## config.mk

```make
export PLATFORM = sky130hd
export DESIGN_NAME = uart_rx_core
export DESIGN_NICKNAME = d
export VERILOG_FILES = /design/src/rtl/uart_pkg.sv /design/src/rtl/uart_rx_fifo.sv /design/src/rtl/uart_rx_core.sv
export SDC_FILE = /design/constraint.sdc
export NUM_CORES = 1
export LEC_CHECK = 0
export ABC_CLOCK_PERIOD_IN_PS = 4600
export CORE_MARGIN = 2
export CORE_UTILIZATION = 40
export DETAILED_ROUTE_END_ITERATION = 7
export PLACE_DENSITY = 0.68
export SETUP_SLACK_MARGIN = 0.5
export SLEW_MARGIN = 10
export SYNTH_ARGS = -nofsm -noshare
export SYNTH_HDL_FRONTEND = slang
export SYNTH_SLANG_ARGS = --single-unit
export TNS_END_PERCENT = 100
```

## constraint.sdc

```tcl
create_clock -name clk_w -period 4.6 [get_ports clk_w]
set_input_delay 1.38 -clock clk_w [delete_from_list [all_inputs] [get_ports clk_w]]
set_output_delay 1.38 -clock clk_w [all_outputs]
set_load 0.1 [all_outputs]
```

## src/rtl/uart_pkg.sv

```systemverilog
// Shared definitions for the UART receive path: frame constants, FSM states
// and the baud divisor helper.
package uart_pkg;

  localparam int UART_DATA_BITS = 8;

  typedef enum logic [2:0] {
    IDLE,
    START,
    DATA,
    STOP,
    WAIT_IDLE
  } rx_state_e;

  // Clock cycles per bit, rounded to the nearest integer.
  function automatic int calc_div(input int clk, input int baud);
    return (clk + baud / 2) / baud;
  endfunction

endpackage

```

## src/rtl/uart_rx_fifo.sv

```systemverilog
// First-word fall-through FIFO; the head entry is presented on data_out
// whenever valid is high. Push and pop may coincide at any occupancy.
module uart_rx_fifo
  import uart_pkg::*;
#(
  parameter int WIDTH = UART_DATA_BITS,
  parameter int DEPTH = 4
) (
  input  logic             clk_w,
  input  logic             rst_sys_w,
  input  logic             push,
  input  logic [WIDTH-1:0] data_in,
  output logic             full,
  input  logic             pop,
  output logic [WIDTH-1:0] data_out,
  output logic             valid
);

  localparam int AW = $clog2(DEPTH);

  if (DEPTH < 2 || (1 << AW) != DEPTH) begin : g_depth_chk
    $error("uart_rx_fifo: DEPTH must be a power of two and at least 2");
  end

  logic [WIDTH-1:0] mem [DEPTH];
  logic [AW:0]      wr_ptr;
  logic [AW:0]      rd_ptr;
  logic             do_push;
  logic             do_pop;

  // The extra pointer MSB separates full from empty when the indices match.
  assign valid    = (wr_ptr != rd_ptr);
  assign full     = (wr_ptr[AW] != rd_ptr[AW]) && (wr_ptr[AW-1:0] == rd_ptr[AW-1:0]);
  assign do_pop   = pop && valid;
  assign do_push  = push && (!full || do_pop);
  assign data_out = mem[rd_ptr[AW-1:0]];

  always_ff @(posedge clk_w or posedge rst_sys_w) begin
    if (rst_sys_w) begin
      wr_ptr <= '0;
      rd_ptr <= '0;
      for (int i = 0; i < DEPTH; i++) mem[i] <= '0;
    end else begin
      if (do_push) begin
        mem[wr_ptr[AW-1:0]] <= data_in;
        wr_ptr              <= wr_ptr + 1'b1;
      end
      if (do_pop) rd_ptr <= rd_ptr + 1'b1;
    end
  end

endmodule

```

## src/rtl/uart_rx_core.sv

```systemverilog
// 8N1 UART receiver: two-flop synchroniser, mid-bit sampling FSM and a small
// FWFT FIFO presenting received bytes on a valid/ready stream.
module uart_rx_core
  import uart_pkg::*;
#(
  parameter int CLK_FREQ   = 25000000,
  parameter int BAUD       = 115200,
  parameter int FIFO_DEPTH = 4
) (
  input  logic       clk_w,
  input  logic       rst_sys_w,
  input  logic       rxd_i,
  output logic       rx_valid_o,
  output logic [7:0] rx_data_o,
  input  logic       rx_ready_i,
  output logic       framing_err_o,
  output logic       overrun_o,
  output logic       busy_o
);

  localparam int DIV   = calc_div(CLK_FREQ, BAUD);
  localparam int HALF  = DIV / 2;
  localparam int CNT_W = $clog2(DIV);
  localparam int BIT_W = $clog2(UART_DATA_BITS);

  if (DIV < 4) begin : g_div_chk
    $error("uart_rx_core: CLK_FREQ/BAUD gives fewer than 4 cycles per bit");
  end

  localparam logic [CNT_W-1:0] CNT_FULL = CNT_W'(DIV - 1);
  localparam logic [CNT_W-1:0] CNT_HALF = CNT_W'(HALF - 1);
  localparam logic [BIT_W-1:0] BIT_LAST = BIT_W'(UART_DATA_BITS - 1);

  rx_state_e                  state, state_n;
  logic [CNT_W-1:0]           cnt, cnt_n;
  logic [BIT_W-1:0]           bit_idx, bit_n;
  logic [UART_DATA_BITS-1:0]  shreg, shreg_n;
  logic                       sync1, sync2, rx_s;
  logic [1:0]                 sync_fill;
  logic                       armed;
  logic                       push, ferr_n, ovr_n;
  logic                       fifo_full, fifo_pop;

  assign rx_s     = sync2;
  assign fifo_pop = rx_valid_o && rx_ready_i;

  // sync_fill marks when rx_s reflects the pin rather than the reset preset,
  // so a line held low out of reset never arms the receiver.
  always_ff @(posedge clk_w or posedge rst_sys_w) begin
    if (rst_sys_w) begin
      sync1     <= 1'b1;
      sync2     <= 1'b1;
      sync_fill <= 2'b00;
      armed     <= 1'b0;
    end else begin
      sync1     <= rxd_i;
      sync2     <= sync1;
      sync_fill <= {sync_fill[0], 1'b1};
      if (sync_fill[1] && rx_s) armed <= 1'b1;
    end
  end

  always_ff @(posedge clk_w or posedge rst_sys_w) begin
    if (rst_sys_w) begin
      state         <= IDLE;
      cnt           <= '0;
      bit_idx       <= '0;
      shreg         <= '0;
      framing_err_o <= 1'b0;
      overrun_o     <= 1'b0;
      busy_o        <= 1'b0;
    end else begin
      state         <= state_n;
      cnt           <= cnt_n;
      bit_idx       <= bit_n;
      shreg         <= shreg_n;
      framing_err_o <= ferr_n;
      overrun_o     <= ovr_n;
      busy_o        <= (state_n != IDLE);
    end
  end

  always_comb begin
    state_n = state;
    cnt_n   = cnt;
    bit_n   = bit_idx;
    shreg_n = shreg;
    push    = 1'b0;
    ferr_n  = 1'b0;
    ovr_n   = 1'b0;
    unique case (state)
      IDLE: begin
        if (armed && !rx_s) begin
          state_n = START;
          cnt_n   = '0;
        end
      end
      START: begin
        if (cnt == CNT_HALF) begin
          cnt_n   = '0;
          bit_n   = '0;
          state_n = rx_s ? IDLE : DATA;
        end else begin
          cnt_n = cnt + 1'b1;
        end
      end
      DATA: begin
        if (cnt == CNT_FULL) begin
          cnt_n   = '0;
          shreg_n = {rx_s, shreg[UART_DATA_BITS-1:1]};
          if (bit_idx == BIT_LAST) state_n = STOP;
          else                     bit_n   = bit_idx + 1'b1;
        end else begin
          cnt_n = cnt + 1'b1;
        end
      end
      STOP: begin
        if (cnt == CNT_FULL) begin
          cnt_n = '0;
          if (!rx_s) begin
            ferr_n  = 1'b1;
            state_n = WAIT_IDLE;
          end else begin
            // A pop in the same cycle frees a slot, so only a stalled full FIFO overruns.
            push    = !fifo_full || fifo_pop;
            ovr_n   = fifo_full && !fifo_pop;
            state_n = IDLE;
          end
        end else begin
          cnt_n = cnt + 1'b1;
        end
      end
      WAIT_IDLE: begin
        if (rx_s) state_n = IDLE;
      end
      default: state_n = IDLE;
    endcase
  end

  uart_rx_fifo #(
    .WIDTH(UART_DATA_BITS),
    .DEPTH(FIFO_DEPTH)
  ) u_fifo (
    .clk_w    (clk_w),
    .rst_sys_w(rst_sys_w),
    .push     (push),
    .data_in  (shreg_n),
    .full     (fifo_full),
    .pop      (fifo_pop),
    .data_out (rx_data_o),
    .valid    (rx_valid_o)
  );

endmodule

```

==> qor.csv, run 1 <==
stage;metric;value;unit
route;1st-iter DRT viols;70;
die;full die area;9090;um^2
synthesis;instance count of the mapped netlist;236;
global_route;via count of the first global-routing pass;1978;
route;wire length on met3;210;um
route;first-pass iteration count of the detailed router;4;
synthesis;synthesized area divided by synthesized cell count;14.1;um^2
sta;Tcrit/Tclk final;0.745;
die;Floorplan Core Area;8130;um^2
cts;CTS Hold Bufs;0;
sta;total of endpoints with negative setup slack in the final report;0;
synthesis;fraction of synthesized cell area taken by the top area cell type;0.495;
setup_path;Worst setup startpoint;u_fifo.rd_ptr[0];
setup_path;Worst Setup Start Kind;flop;
synthesis;Net Count, Synth;249;
sta;unrepaired setup endpoints after global routing;false;
setup_path;critical path endpoint category;output pin;
synthesis;sequential fraction of the synthesis area;0.511;
power_and_ir_drop;maximum vdd ir drop;266;uV
die;Die W;95.3;um
setup_path;capture instance of the worst register-to-register path;u_fifo.mem[13];
power_and_ir_drop;pwr dens;384;nW/um^2
cts;post-cts sizing count;0;
cts;buffers inserted by post-CTS timing repair;0;
global_route;pin count of the biggest net entering global routing;27;
die;Vert. Die Dim;95.3;um
setup_path;worst setup slack for register-to-register paths;1.92;ns
synthesis;flip-flop cell with the highest count after synthesis;sky130_fd_sc_hd__dfrtp_1;
synthesis;Post-synth EDFFs;0;
route;Antenna Nets Post-Route;0;
finish;fraction of final layout cells with drive strength greater than 1;0.357;
sta;Max Slew Vio Count;0;
setup_path;depth of the worst register-to-register path;6;
synthesis;Synth Register Bits;68;
worst_hold_path;critical hold path startpoint;sync_fill[0];
sta;relative max-transition margin;0.352;
cts;TritonCTS clock tree;built;
setup_path;startpoint of the worst-slack reg-to-reg timing path;cnt[0];
route;final wirelength;5950;um
placement;half-perimeter wire length of the detailed placement result;3960;um
worst_hold_path;Hold Path End;sync_fill[1];
global_route;total global-route track usage;0.148;
setup_path;cell with the largest stage delay on the worst path;sky130_fd_sc_hd__dfrtp_1;
power_and_ir_drop;Static Leakage;1.81;nW
route;Post-route DRC;0;
sta;sum of negative setup slack;0;ns
cts;Sinks on Clock Net;68;
synthesis;Yosys warnings;0;
route;mean number of vias per cell;5.28;
die;initial standard-cell utilization of the core;0.410;
cts;total clock buffers created by CTS;9;
finish;sequential cell area;1700;um^2
route;met2 WL post-DR;2850;um
route;Vias;1915;
cts;clock insertion delay at the later pin of the skew report;0.35;ns
synthesis;top post-synthesis cells by area;sky130_fd_sc_hd__dfrtp_1 (49%), sky130_fd_sc_hd__mux2_4 (14%), sky130_fd_sc_hd__mux4_2 (5.4%), sky130_fd_sc_hd__ha_1 (3.4%), sky130_fd_sc_hd__mux2_2 (3.4%);
die;std cell rows;33;
setup_path;largest delay contributor family on the critical path;flip-flops;
finish;final instance count without filler cells;363;
route;drt wl/cell;16.4;um
global_route;residual overflow from global routing;0;
die;io pins;16;
cts;clock tree root buffer cell;sky130_fd_sc_hd__clkbuf_8;
global_route;first-pass GRT wire length;10100;um
synthesis;FFs w/ async S/R, synth;1.00;
placement;final weighted congestion in routability-driven placement;0.776;
setup_path;data arrival at the endpoint of the critical path;2.05;ns
finish;final standard cell area without fillers;3770;um^2
finish;net total in the final layout;266;
finish;Area Growth Syn to Fin;12.9;%
route;top routing layer in use;met4;
cts;CTS max path bufs;2;
finish;n_diodes;0;
route;Metal-1 WL;2790;um
cts;clock transition time at the flip-flop clock pins of the worst setup and hold paths;0.08;ns
sta;measured slew at the worst slew-check pin;0.969;ns
setup_path;Crit path largest cell delay;0.80;ns
synthesis;Syn Std Cell Area;3340;um^2
global_route;antenna violations before repair;0;
sta;final period demand of the worst path;3.43;ns
power_and_ir_drop;total power consumption of the routed design;1.44;mW
setup_path;biggest fanout along the worst timing path;11;
placement;dpl cell area;3520;um^2
sta;highest attainable clock frequency;0.292;GHz
setup_path;Buffers & Inverters on Critical Path;1;
synthesis;Distinct cells, synth;51;
placement;number of port buffers;15;
cts;total number of H-tree levels;3;
finish;area of the multi-input gates;1510;um^2
setup_path;critical path cell sequence;xor2_1 > or3b_2 > buf_4;
worst_hold_path;Hold Crit Class;reg -> reg;
sta;clock skew after layout;0.0122;ns
sta;number of failing hold endpoints at the final stage;0;
synthesis;leading area contributor after synthesis;sky130_fd_sc_hd__dfrtp_1;
setup_path;required time of the worst setup path;3.22;ns
placement;Placed Instances;347;
worst_hold_path;cell depth of the worst hold path;0;
finish;fill cell instance count of the final layout;711;
setup_path;type of the setup path with the least slack;reg -> out;
flow_run;max capacitance violation total;0;
sta;worst-case hold slack;0.351;ns
run_status;run status;finished clean;
how the worst max path moves through the flow:
stage                     depth (start not counted)              to
after floorplan                                   1           armed
after global placement                            4  u_fifo.mem[17]
after detailed placement                          4  u_fifo.mem[10]
after CTS                                         3      rx_valid_o
after global routing                              3      rx_valid_o
final                                             3      rx_valid_o
cell type report:
cell class / instances / share of cell area
tap: 105 / 0.0349
multi-input combinational: 150 / 0.402
clock inverter: 7 / 0.0329
inverter: 7 / 0.00698
timing repair buffer: 17 / 0.0379
clock buffer: 9 / 0.0329
sequential: 68 / 0.452
where the power goes:
group / switching, mW / leakage (nW) / internal (mW)
clock network: 0.240 / 0.120 / 0.364
registers: 0.0577 / 0.916 / 0.630
logic: 0.0816 / 0.777 / 0.0718
total: 0.379 / 1.81 / 1.07
synth_stat cells (2+ instances only):
cell type	instances
sky130_fd_sc_hd__and4_1	3
sky130_fd_sc_hd__inv_1	7
sky130_fd_sc_hd__xnor2_1	4
sky130_fd_sc_hd__nand4_1	3
sky130_fd_sc_hd__buf_6	6
sky130_fd_sc_hd__nand3_1	9
sky130_fd_sc_hd__a22o_1	3
sky130_fd_sc_hd__dfstp_2	2
sky130_fd_sc_hd__ha_1	9
sky130_fd_sc_hd__dfrtp_1	66
sky130_fd_sc_hd__mux4_2	8
sky130_fd_sc_hd__a31o_2	2
sky130_fd_sc_hd__a21oi_1	2
sky130_fd_sc_hd__nand2_1	9
sky130_fd_sc_hd__a31oi_1	6
sky130_fd_sc_hd__nand2b_1	2
sky130_fd_sc_hd__mux2_2	10
sky130_fd_sc_hd__a21o_1	2
sky130_fd_sc_hd__buf_2	2
sky130_fd_sc_hd__clkbuf_1	2
sky130_fd_sc_hd__o21ai_0	7
sky130_fd_sc_hd__nor2_1	5
sky130_fd_sc_hd__nor4_1	2
sky130_fd_sc_hd__mux2_4	32
sky130_fd_sc_hd__nor3_1	3
sky130_fd_sc_hd__xor2_1	4
sky130_fd_sc_hd__and2_1	2
per-stage QoR:
stage	worst slack, ns	utilization
floorplan	1.51	-
global placement	1.19	0.433
detailed placement	1.15	0.433
CTS	1.12	0.463
global route	1.03	0.463
finish	1.17	0.463
cells by family after synthesis:
logic type      after synthesis  synth area share
flops                        68             0.511
other cells                   1           0.00112
mux                          50             0.232
xor+xnor                      8            0.0210
simple gates                 54             0.110
buf+inv                      18            0.0356
fa+ha+maj                     9            0.0337
compound gates               28            0.0562
registers in the layout, indices dropped and copies added (netlist names):
signal         cells
u_fifo.rd_ptr      3
sync1              1
framing_err_o      1
sync_fill          2
u_fifo.wr_ptr      3
armed              1
busy_o             1
state              3
overrun_o          1
rx_s               1
cnt                8
shreg              8
u_fifo.mem        32
bit_idx            3
layout by cell type (no fill, tap or decap), types with 4 or more instances in the layout:
cell type                          n
sky130_fd_sc_hd__xnor2_1           4
sky130_fd_sc_hd__mux2_4           32
sky130_fd_sc_hd__buf_4            11
sky130_fd_sc_hd__dfrtp_1          66
sky130_fd_sc_hd__mux4_2            8
sky130_fd_sc_hd__clkdlybuf4s50_1   6
sky130_fd_sc_hd__nand2_1           9
sky130_fd_sc_hd__nand3_1           9
sky130_fd_sc_hd__ha_1              9
sky130_fd_sc_hd__o21ai_0           7
sky130_fd_sc_hd__xor2_1            4
sky130_fd_sc_hd__a31oi_1           6
sky130_fd_sc_hd__clkbuf_8          9
sky130_fd_sc_hd__mux2_2           10
sky130_fd_sc_hd__nor2_1            5
sky130_fd_sc_hd__inv_1             6
routing by layer:
metal,GRT usage,vias up
met4,0.0580,0
met2,0.240,27
met1,0.188,981
met3,0.0403,7
met5,0,-
li1,-,900
No activity file was read; power rests on OpenSTA's default activity.
==> run 2: changes to the inputs <==
--- a/config.mk
+++ b/config.mk
@@ -5,7 +5,7 @@
 export SDC_FILE = /design/constraint.sdc
 export NUM_CORES = 1
 export LEC_CHECK = 0
-export ABC_CLOCK_PERIOD_IN_PS = 4600
+export ABC_CLOCK_PERIOD_IN_PS = 3600
 export CORE_MARGIN = 2
 export CORE_UTILIZATION = 40
 export DETAILED_ROUTE_END_ITERATION = 7
==> constraint.sdc (replaced) <==
create_clock -name clk_w -period 3.6 [get_ports clk_w]
set_input_delay 1.08 -clock clk_w [delete_from_list [all_inputs] [get_ports clk_w]]
set_output_delay 1.08 -clock clk_w [all_outputs]
set_load 0.1 [all_outputs]
==> qor.csv, run 2 (synthesized netlist as in run 1, its figures left out) <==
stage;metric;value;unit;change
run_status;run status;finished clean;;unchanged
placement;number of port buffers;15;;unchanged
die;Vert. Die Dim;95.3;um;unchanged
sta;Max Slew Vio Count;0;;unchanged
placement;half-perimeter wire length of the detailed placement result;3930;um;was 3960 um
power_and_ir_drop;part of the total power dissipated in sequential elements;0.497;;was 0.476
route;mean number of vias per cell;5.23;;was 5.28
die;std cell rows;33;;unchanged
setup_path;biggest fanout along the worst timing path;11;;unchanged
finish;sequential cell area;1710;um^2;was 1700 um^2
setup_path;required time of the worst setup path;2.52;ns;was 3.22 ns
power_and_ir_drop;maximum vdd ir drop;321;uV;was 266 uV
setup_path;Worst Setup Start Kind;flop;;unchanged
finish;fraction of final layout cells with drive strength greater than 1;0.372;;was 0.357
finish;fill cell instance count of the final layout;722;;was 711
power_and_ir_drop;Static Leakage;1.80;nW;was 1.81 nW
route;drt wl/cell;16.2;um;was 16.4 um
setup_path;critical path endpoint category;output pin;;unchanged
die;Die W;95.3;um;unchanged
power_and_ir_drop;internal cell power;1.29;mW;was 1.07 mW
cts;total number of H-tree levels;3;;unchanged
cts;clock transition time at the flip-flop clock pins of the worst setup and hold paths;0.08;ns;about the same
cts;clock tree root buffer cell;sky130_fd_sc_hd__clkbuf_8;;unchanged
sta;worst-case hold slack;0.350;ns;was 0.351 ns
cts;CTS max path bufs;2;;unchanged
cts;total clock buffers created by CTS;9;;unchanged
placement;Placed Instances;347;;unchanged
route;Vias;1900;;was 1915
cts;Sinks on Clock Net;68;;unchanged
worst_hold_path;Hold Crit Class;reg -> reg;;unchanged
route;Post-route DRC;0;;unchanged
flow_run;max capacitance violation total;0;;unchanged
sta;measured slew at the worst slew-check pin;0.776;ns;was 0.969 ns
sta;total of endpoints with negative setup slack in the final report;0;;unchanged
finish;Largest Register;u_fifo.mem;;unchanged
route;first-pass iteration count of the detailed router;6;;was 4
route;Antenna Nets Post-Route;0;;unchanged
setup_path;type of the setup path with the least slack;reg -> out;;unchanged
sta;number of failing hold endpoints at the final stage;0;;unchanged
global_route;total global-route track usage;0.147;;was 0.148
sta;clock skew after layout;0.0143;ns;was 0.0122 ns
power_and_ir_drop;Comb pwr share;0.113;;was 0.106
sta;final worst slack;0.689;ns;was 1.17 ns
sta;Tcrit/Tclk final;0.809;;
placement;pre-CTS setup slack;0.444;ns;was 1.15 ns
die;Floorplan Core Area;8130;um^2;unchanged
global_route;pin count of the biggest net entering global routing;36;;was 27
sta;relative max-transition margin;0.482;;was 0.352
finish;Largest regs;u_fifo.mem (32), cnt (8), shreg (8);;unchanged
power_and_ir_drop;total net switching power;479;uW;was 379 uW
power_and_ir_drop;pwr dens;472;nW/um^2;was 384 nW/um^2
cts;clock insertion delay at the later pin of the skew report;0.35;ns;about the same
placement;final weighted congestion in routability-driven placement;0.770;;was 0.776
power_and_ir_drop;total power consumption of the routed design;1.77;mW;was 1.44 mW
finish;final instance count without filler cells;363;;unchanged
global_route;residual overflow from global routing;0;;unchanged
finish;n_diodes;0;;unchanged
sta;unrepaired setup endpoints after global routing;false;;unchanged
finish;Area Growth Syn to Fin;12.1;%;was 12.9%
die;full die area;9090;um^2;unchanged
setup_path;data arrival at the endpoint of the critical path;1.83;ns;was 2.05 ns
sta;sum of negative setup slack;0;ns;unchanged
route;final wirelength;5890;um;was 5950 um
cts;CTS Hold Bufs;0;;unchanged
global_route;via count of the first global-routing pass;2027;;was 1978
finish;flip-flop count of the largest register, all copies and words added;32;;unchanged
power_and_ir_drop;Sw Ratio;0.271;;was 0.262
cts;TritonCTS clock tree;built;;unchanged
finish;area of the multi-input gates;1510;um^2;unchanged
route;1st-iter DRT viols;53;;was 70
die;initial standard-cell utilization of the core;0.410;;unchanged
finish;net total in the final layout;266;;unchanged
finish;most frequent standard cell in the layout excluding fill and tap cells;sky130_fd_sc_hd__dfrtp_1;;unchanged
global_route;antenna violations before repair;0;;unchanged
sta;final period demand of the worst path;2.91;ns;
finish;commonest non-fill, non-tap cells in the layout;sky130_fd_sc_hd__dfrtp_1 (64), sky130_fd_sc_hd__mux2_4 (32), sky130_fd_sc_hd__buf_4 (13);;was sky130_fd_sc_hd__dfrtp_1 (66), sky130_fd_sc_hd__mux2_4 (32), sky130_fd_sc_hd__buf_4 (11)
power_and_ir_drop;power share of the clock group;0.390;;was 0.418
sta;highest attainable clock frequency;0.344;GHz;
global_route;first-pass GRT wire length;10100;um;about the same
die;io pins;16;;unchanged
## run 2: cell count changes in the layout (fill, tap and decap cells not counted), sizes merged
cell	before	now
inv	8	7
clkbuf	9	10
clkinvlp	1	2
bufinv	3	2
clkdlybuf4s50	6	3
buf	11	14
## run 2: layout make-up
| class | count | area share |
|---|---|---|
| Tap cell | 105 | 0.0351 |
| Timing Repair Buffer | 17 | 0.0395 |
| Sequential cell | 68 | 0.456 |
| Inverter | 7 | 0.00702 |
| Multi-Input combinational cell | 150 | 0.405 |
| Clock buffer | 10 | 0.0341 |
| Clock inverter | 6 | 0.0237 |
## run 2: final timing paths
path                                       start        endpoint  slack [ns]  cells past startpoint
worst max-delay path            u_fifo.rd_ptr[0]      rx_valid_o        0.69                      3
worst min-delay path                sync_fill[0]    sync_fill[1]        0.35                      0
worst max register to register            cnt[0]   u_fifo.mem[7]        0.88                      6
worst min register to register      sync_fill[0]    sync_fill[1]        0.35                      0
max in group asynchronous              rst_sys_w        shreg[0]        1.77                      3
min in group asynchronous              rst_sys_w  u_fifo.mem[26]        1.19                      2
## run 2: power groups by stage
stage / logic [mW] / registers [mW] / clock network [mW]
floorplan: 0.177 / 0.873 / 0
global placement: 0.196 / 0.890 / 0
detailed placement: 0.200 / 0.890 / 0
CTS: 0.203 / 0.877 / 0.703
global route: 0.224 / 0.887 / 0.733
finish: 0.199 / 0.878 / 0.690
## run 2: metrics by stage
step,area [um^2],utilization
2_1_floorplan,3340,-
3_3_place_gp,3520,0.433
3_5_place_dp,3520,0.433
4_1_cts,3740,0.460
5_1_grt,3740,0.460
6_report,3740,0.460
## run 2: worst max-delay path, stage by stage (launching register included)
cell                      delay, ns
sky130_fd_sc_hd__dfrtp_2       0.55
sky130_fd_sc_hd__xor2_1        0.20
sky130_fd_sc_hd__or3b_2        0.49
sky130_fd_sc_hd__buf_4         0.25
## run 2: routing by layer
metal	part of all wire	up-vias	routed length, um	global-route usage
li1	-	904	-	-
met1	0.49	962	2880	0.195
met5	0	-	0	0
met2	0.47	26	2740	0.226
met4	0.017	0	99	0.0616
met3	0.030	8	174	0.0411
## run 2: repair_timing
item                       CTS  global route
gates resized for setup      1             1
setup buffers                0             0
setup endpoints to repair    2             1
==> run 3: changes to the inputs <==
--- a/config.mk
+++ b/config.mk
@@ -5,11 +5,11 @@
 export SDC_FILE = /design/constraint.sdc
 export NUM_CORES = 1
 export LEC_CHECK = 0
-export ABC_CLOCK_PERIOD_IN_PS = 3600
+export ABC_CLOCK_PERIOD_IN_PS = 2600
 export CORE_MARGIN = 2
 export CORE_UTILIZATION = 40
 export DETAILED_ROUTE_END_ITERATION = 7
-export PLACE_DENSITY = 0.68
+export PLACE_DENSITY = 0.7
 export SETUP_SLACK_MARGIN = 0.5
 export SLEW_MARGIN = 10
 export SYNTH_ARGS = -nofsm -noshare
==> constraint.sdc (replaced) <==
create_clock -name clk_w -period 2.6 [get_ports clk_w]
set_input_delay 0.78 -clock clk_w [delete_from_list [all_inputs] [get_ports clk_w]]
set_output_delay 0.78 -clock clk_w [all_outputs]
set_load 0.1 [all_outputs]
==> qor.csv, run 3 (synthesized netlist as in run 1, its figures left out) <==
stage;metric;value;unit;change
run_status;run status;finished clean;;unchanged
finish;flip-flop count of the largest register, all copies and words added;32;;unchanged
cts;Sinks on Clock Net;68;;unchanged
route;Vias;1964;;was 1900
placement;number of port buffers;15;;unchanged
setup_path;biggest fanout along the worst timing path;8;;was 11
placement;dpl cell area;3710;um^2;was 3520 um^2
sta;number of failing hold endpoints at the final stage;0;;unchanged
sta;total of endpoints with negative setup slack in the final report;0;;unchanged
finish;commonest non-fill, non-tap cells in the layout;sky130_fd_sc_hd__dfrtp_1 (64), sky130_fd_sc_hd__mux2_4 (35), sky130_fd_sc_hd__buf_4 (17);;was sky130_fd_sc_hd__dfrtp_1 (64), sky130_fd_sc_hd__mux2_4 (32), sky130_fd_sc_hd__buf_4 (13)
placement;Placed Instances;355;;was 347
setup_path;Worst setup startpoint;u_fifo.rd_ptr[0];;unchanged
cts;clock transition time at the flip-flop clock pins of the worst setup and hold paths;0.07;ns;was 0.08 ns
finish;final standard cell area without fillers;4050;um^2;was 3740 um^2
cts;total clock buffers created by CTS;9;;unchanged
finish;final instance count without filler cells;377;;was 363
finish;area of the multi-input gates;1590;um^2;was 1510 um^2
finish;Area Growth Syn to Fin;21.3;%;was 12.1%
finish;fraction of final layout cells with drive strength greater than 1;0.441;;was 0.372
cts;clock tree root buffer cell;sky130_fd_sc_hd__clkbuf_8;;unchanged
global_route;via count of the first global-routing pass;2004;;was 2027
placement;half-perimeter wire length of the detailed placement result;4140;um;was 3930 um
cts;total number of H-tree levels;3;;unchanged
die;io pins;16;;unchanged
die;full die area;9090;um^2;unchanged
cts;clock insertion delay at the later pin of the skew report;0.35;ns;about the same
setup_path;startpoint of the worst-slack reg-to-reg timing path;cnt[1];;was cnt[0]
setup_path;depth of the worst register-to-register path;6;;unchanged
sta;final worst slack;0.165;ns;was 0.689 ns
finish;most frequent standard cell in the layout excluding fill and tap cells;sky130_fd_sc_hd__dfrtp_1;;unchanged
route;1st-iter DRT viols;65;;was 53
placement;final weighted congestion in routability-driven placement;0.806;;was 0.770
sta;clock skew after layout;0.0157;ns;was 0.0143 ns
cts;CTS max path bufs;2;;unchanged
setup_path;Worst Setup Start Kind;flop;;unchanged
power_and_ir_drop;maximum vdd ir drop;415;uV;was 321 uV
global_route;total global-route track usage;0.151;;was 0.147
finish;Largest regs;u_fifo.mem (32), cnt (8), shreg (8);;unchanged
setup_path;required time of the worst setup path;1.82;ns;was 2.52 ns
sta;Tcrit/Tclk final;0.937;;
setup_path;data arrival at the endpoint of the critical path;1.66;ns;was 1.83 ns
route;Post-route DRC;0;;unchanged
setup_path;type of the setup path with the least slack;reg -> out;;unchanged
global_route;first-pass GRT wire length;10100;um;about the same
route;Antenna Nets Post-Route;0;;unchanged
route;mean number of vias per cell;5.21;;was 5.23
sta;sum of negative setup slack;0;ns;unchanged
sta;measured slew at the worst slew-check pin;0.642;ns;was 0.776 ns
die;Die W;95.3;um;unchanged
placement;pre-CTS setup slack;-0.0180;ns;was 0.444 ns
global_route;antenna violations before repair;0;;unchanged
power_and_ir_drop;Static Leakage;1.92;nW;was 1.80 nW
sta;worst-case hold slack;0.344;ns;was 0.350 ns
sta;unrepaired setup endpoints after global routing;true;;was false
setup_path;critical path endpoint category;output pin;;unchanged
sta;Max Slew Vio Count;0;;unchanged
setup_path;endpoint of the worst setup timing path;rx_data_o[7];;was rx_valid_o
finish;net total in the final layout;280;;was 266
die;initial standard-cell utilization of the core;0.410;;unchanged
finish;fill cell instance count of the final layout;673;;was 722
die;std cell rows;33;;unchanged
setup_path;capture instance of the worst register-to-register path;u_fifo.mem[30];;was u_fifo.mem[7]
die;Floorplan Core Area;8130;um^2;unchanged
finish;sequential cell area;1710;um^2;unchanged
worst_hold_path;Hold Crit Class;reg -> reg;;unchanged
cts;TritonCTS clock tree;built;;unchanged
sta;highest attainable clock frequency;0.411;GHz;
sta;final period demand of the worst path;2.44;ns;
die;Vert. Die Dim;95.3;um;unchanged
route;final wirelength;6060;um;was 5890 um
global_route;residual overflow from global routing;0;;unchanged
finish;Largest Register;u_fifo.mem;;unchanged
route;first-pass iteration count of the detailed router;4;;was 6
flow_run;max capacitance violation total;0;;unchanged
finish;n_diodes;0;;unchanged
setup_path;worst setup slack for register-to-register paths;0.48;ns;was 0.88 ns
route;drt wl/cell;16.1;um;was 16.2 um
sta;relative max-transition margin;0.568;;was 0.482
global_route;pin count of the biggest net entering global routing;51;;was 36
power_and_ir_drop;pwr dens;624;nW/um^2;was 472 nW/um^2
-- run 3: metal layers --
metal  vias to the layer above  track usage  share of wire
met5                         -            0              0
met2                        27        0.248           0.50
li1                        929            -              -
met4                         0       0.0399         0.0053
met3                         5       0.0569          0.035
met1                      1003        0.187           0.46
-- run 3: cell type report --
type	count	share of cell area
Clock buffer	9	0.0306
Clock inverter	7	0.0244
Multi-Input combinational cell	150	0.392
Timing Repair Buffer	31	0.0918
Tap cell	105	0.0325
Inverter	7	0.00742
Sequential cell	68	0.422
-- run 3: power by group --
group | leakage [nW] | internal (mW) | total, mW | switching, mW
Clock | 0.110 | 0.544 | 0.956 | 0.411
Sequential | 0.913 | 1.12 | 1.20 | 0.0788
Combinational | 0.898 | 0.180 | 0.374 | 0.194
-- run 3: worst min-delay path by stage --
stage / slack, ns / cells past startpoint / to / from
2_1_floorplan: 0.33 / 0 / sync_fill[1] / sync_fill[0]
4_1_cts: 0.35 / 0 / sync_fill[1] / sync_fill[0]
3_5_place_dp: 0.34 / 0 / sync_fill[1] / sync_fill[0]
5_1_grt: 0.36 / 0 / sync_fill[1] / sync_fill[0]
3_3_place_gp: 0.33 / 0 / sync_fill[1] / sync_fill[0]
6_report: 0.34 / 0 / sync_fill[1] / sync_fill[0]
-- run 3: what timing repair did --
item	CTS	global route
hold buffers	0	0
pin swaps	4	2
gates resized for setup	13	7
setup endpoints to repair	42	42
setup buffers	5	1
hold endpoints to repair	0	0
gates cloned	0	0
-- run 3: metrics by stage --
step           total power [mW]   util
2_1_floorplan              1.46      -
3_3_place_gp               1.52  0.456
3_5_place_dp               1.52  0.456
4_1_cts                    2.54  0.494
5_1_grt                    2.67  0.498
6_report                   2.53  0.498
-- run 3: worst max-delay path, cell delays in order (launching register included) --
cell and delay (ns):
sky130_fd_sc_hd__dfrtp_1 0.39, sky130_fd_sc_hd__buf_8 0.17, sky130_fd_sc_hd__mux4_2 0.56, sky130_fd_sc_hd__buf_12 0.19
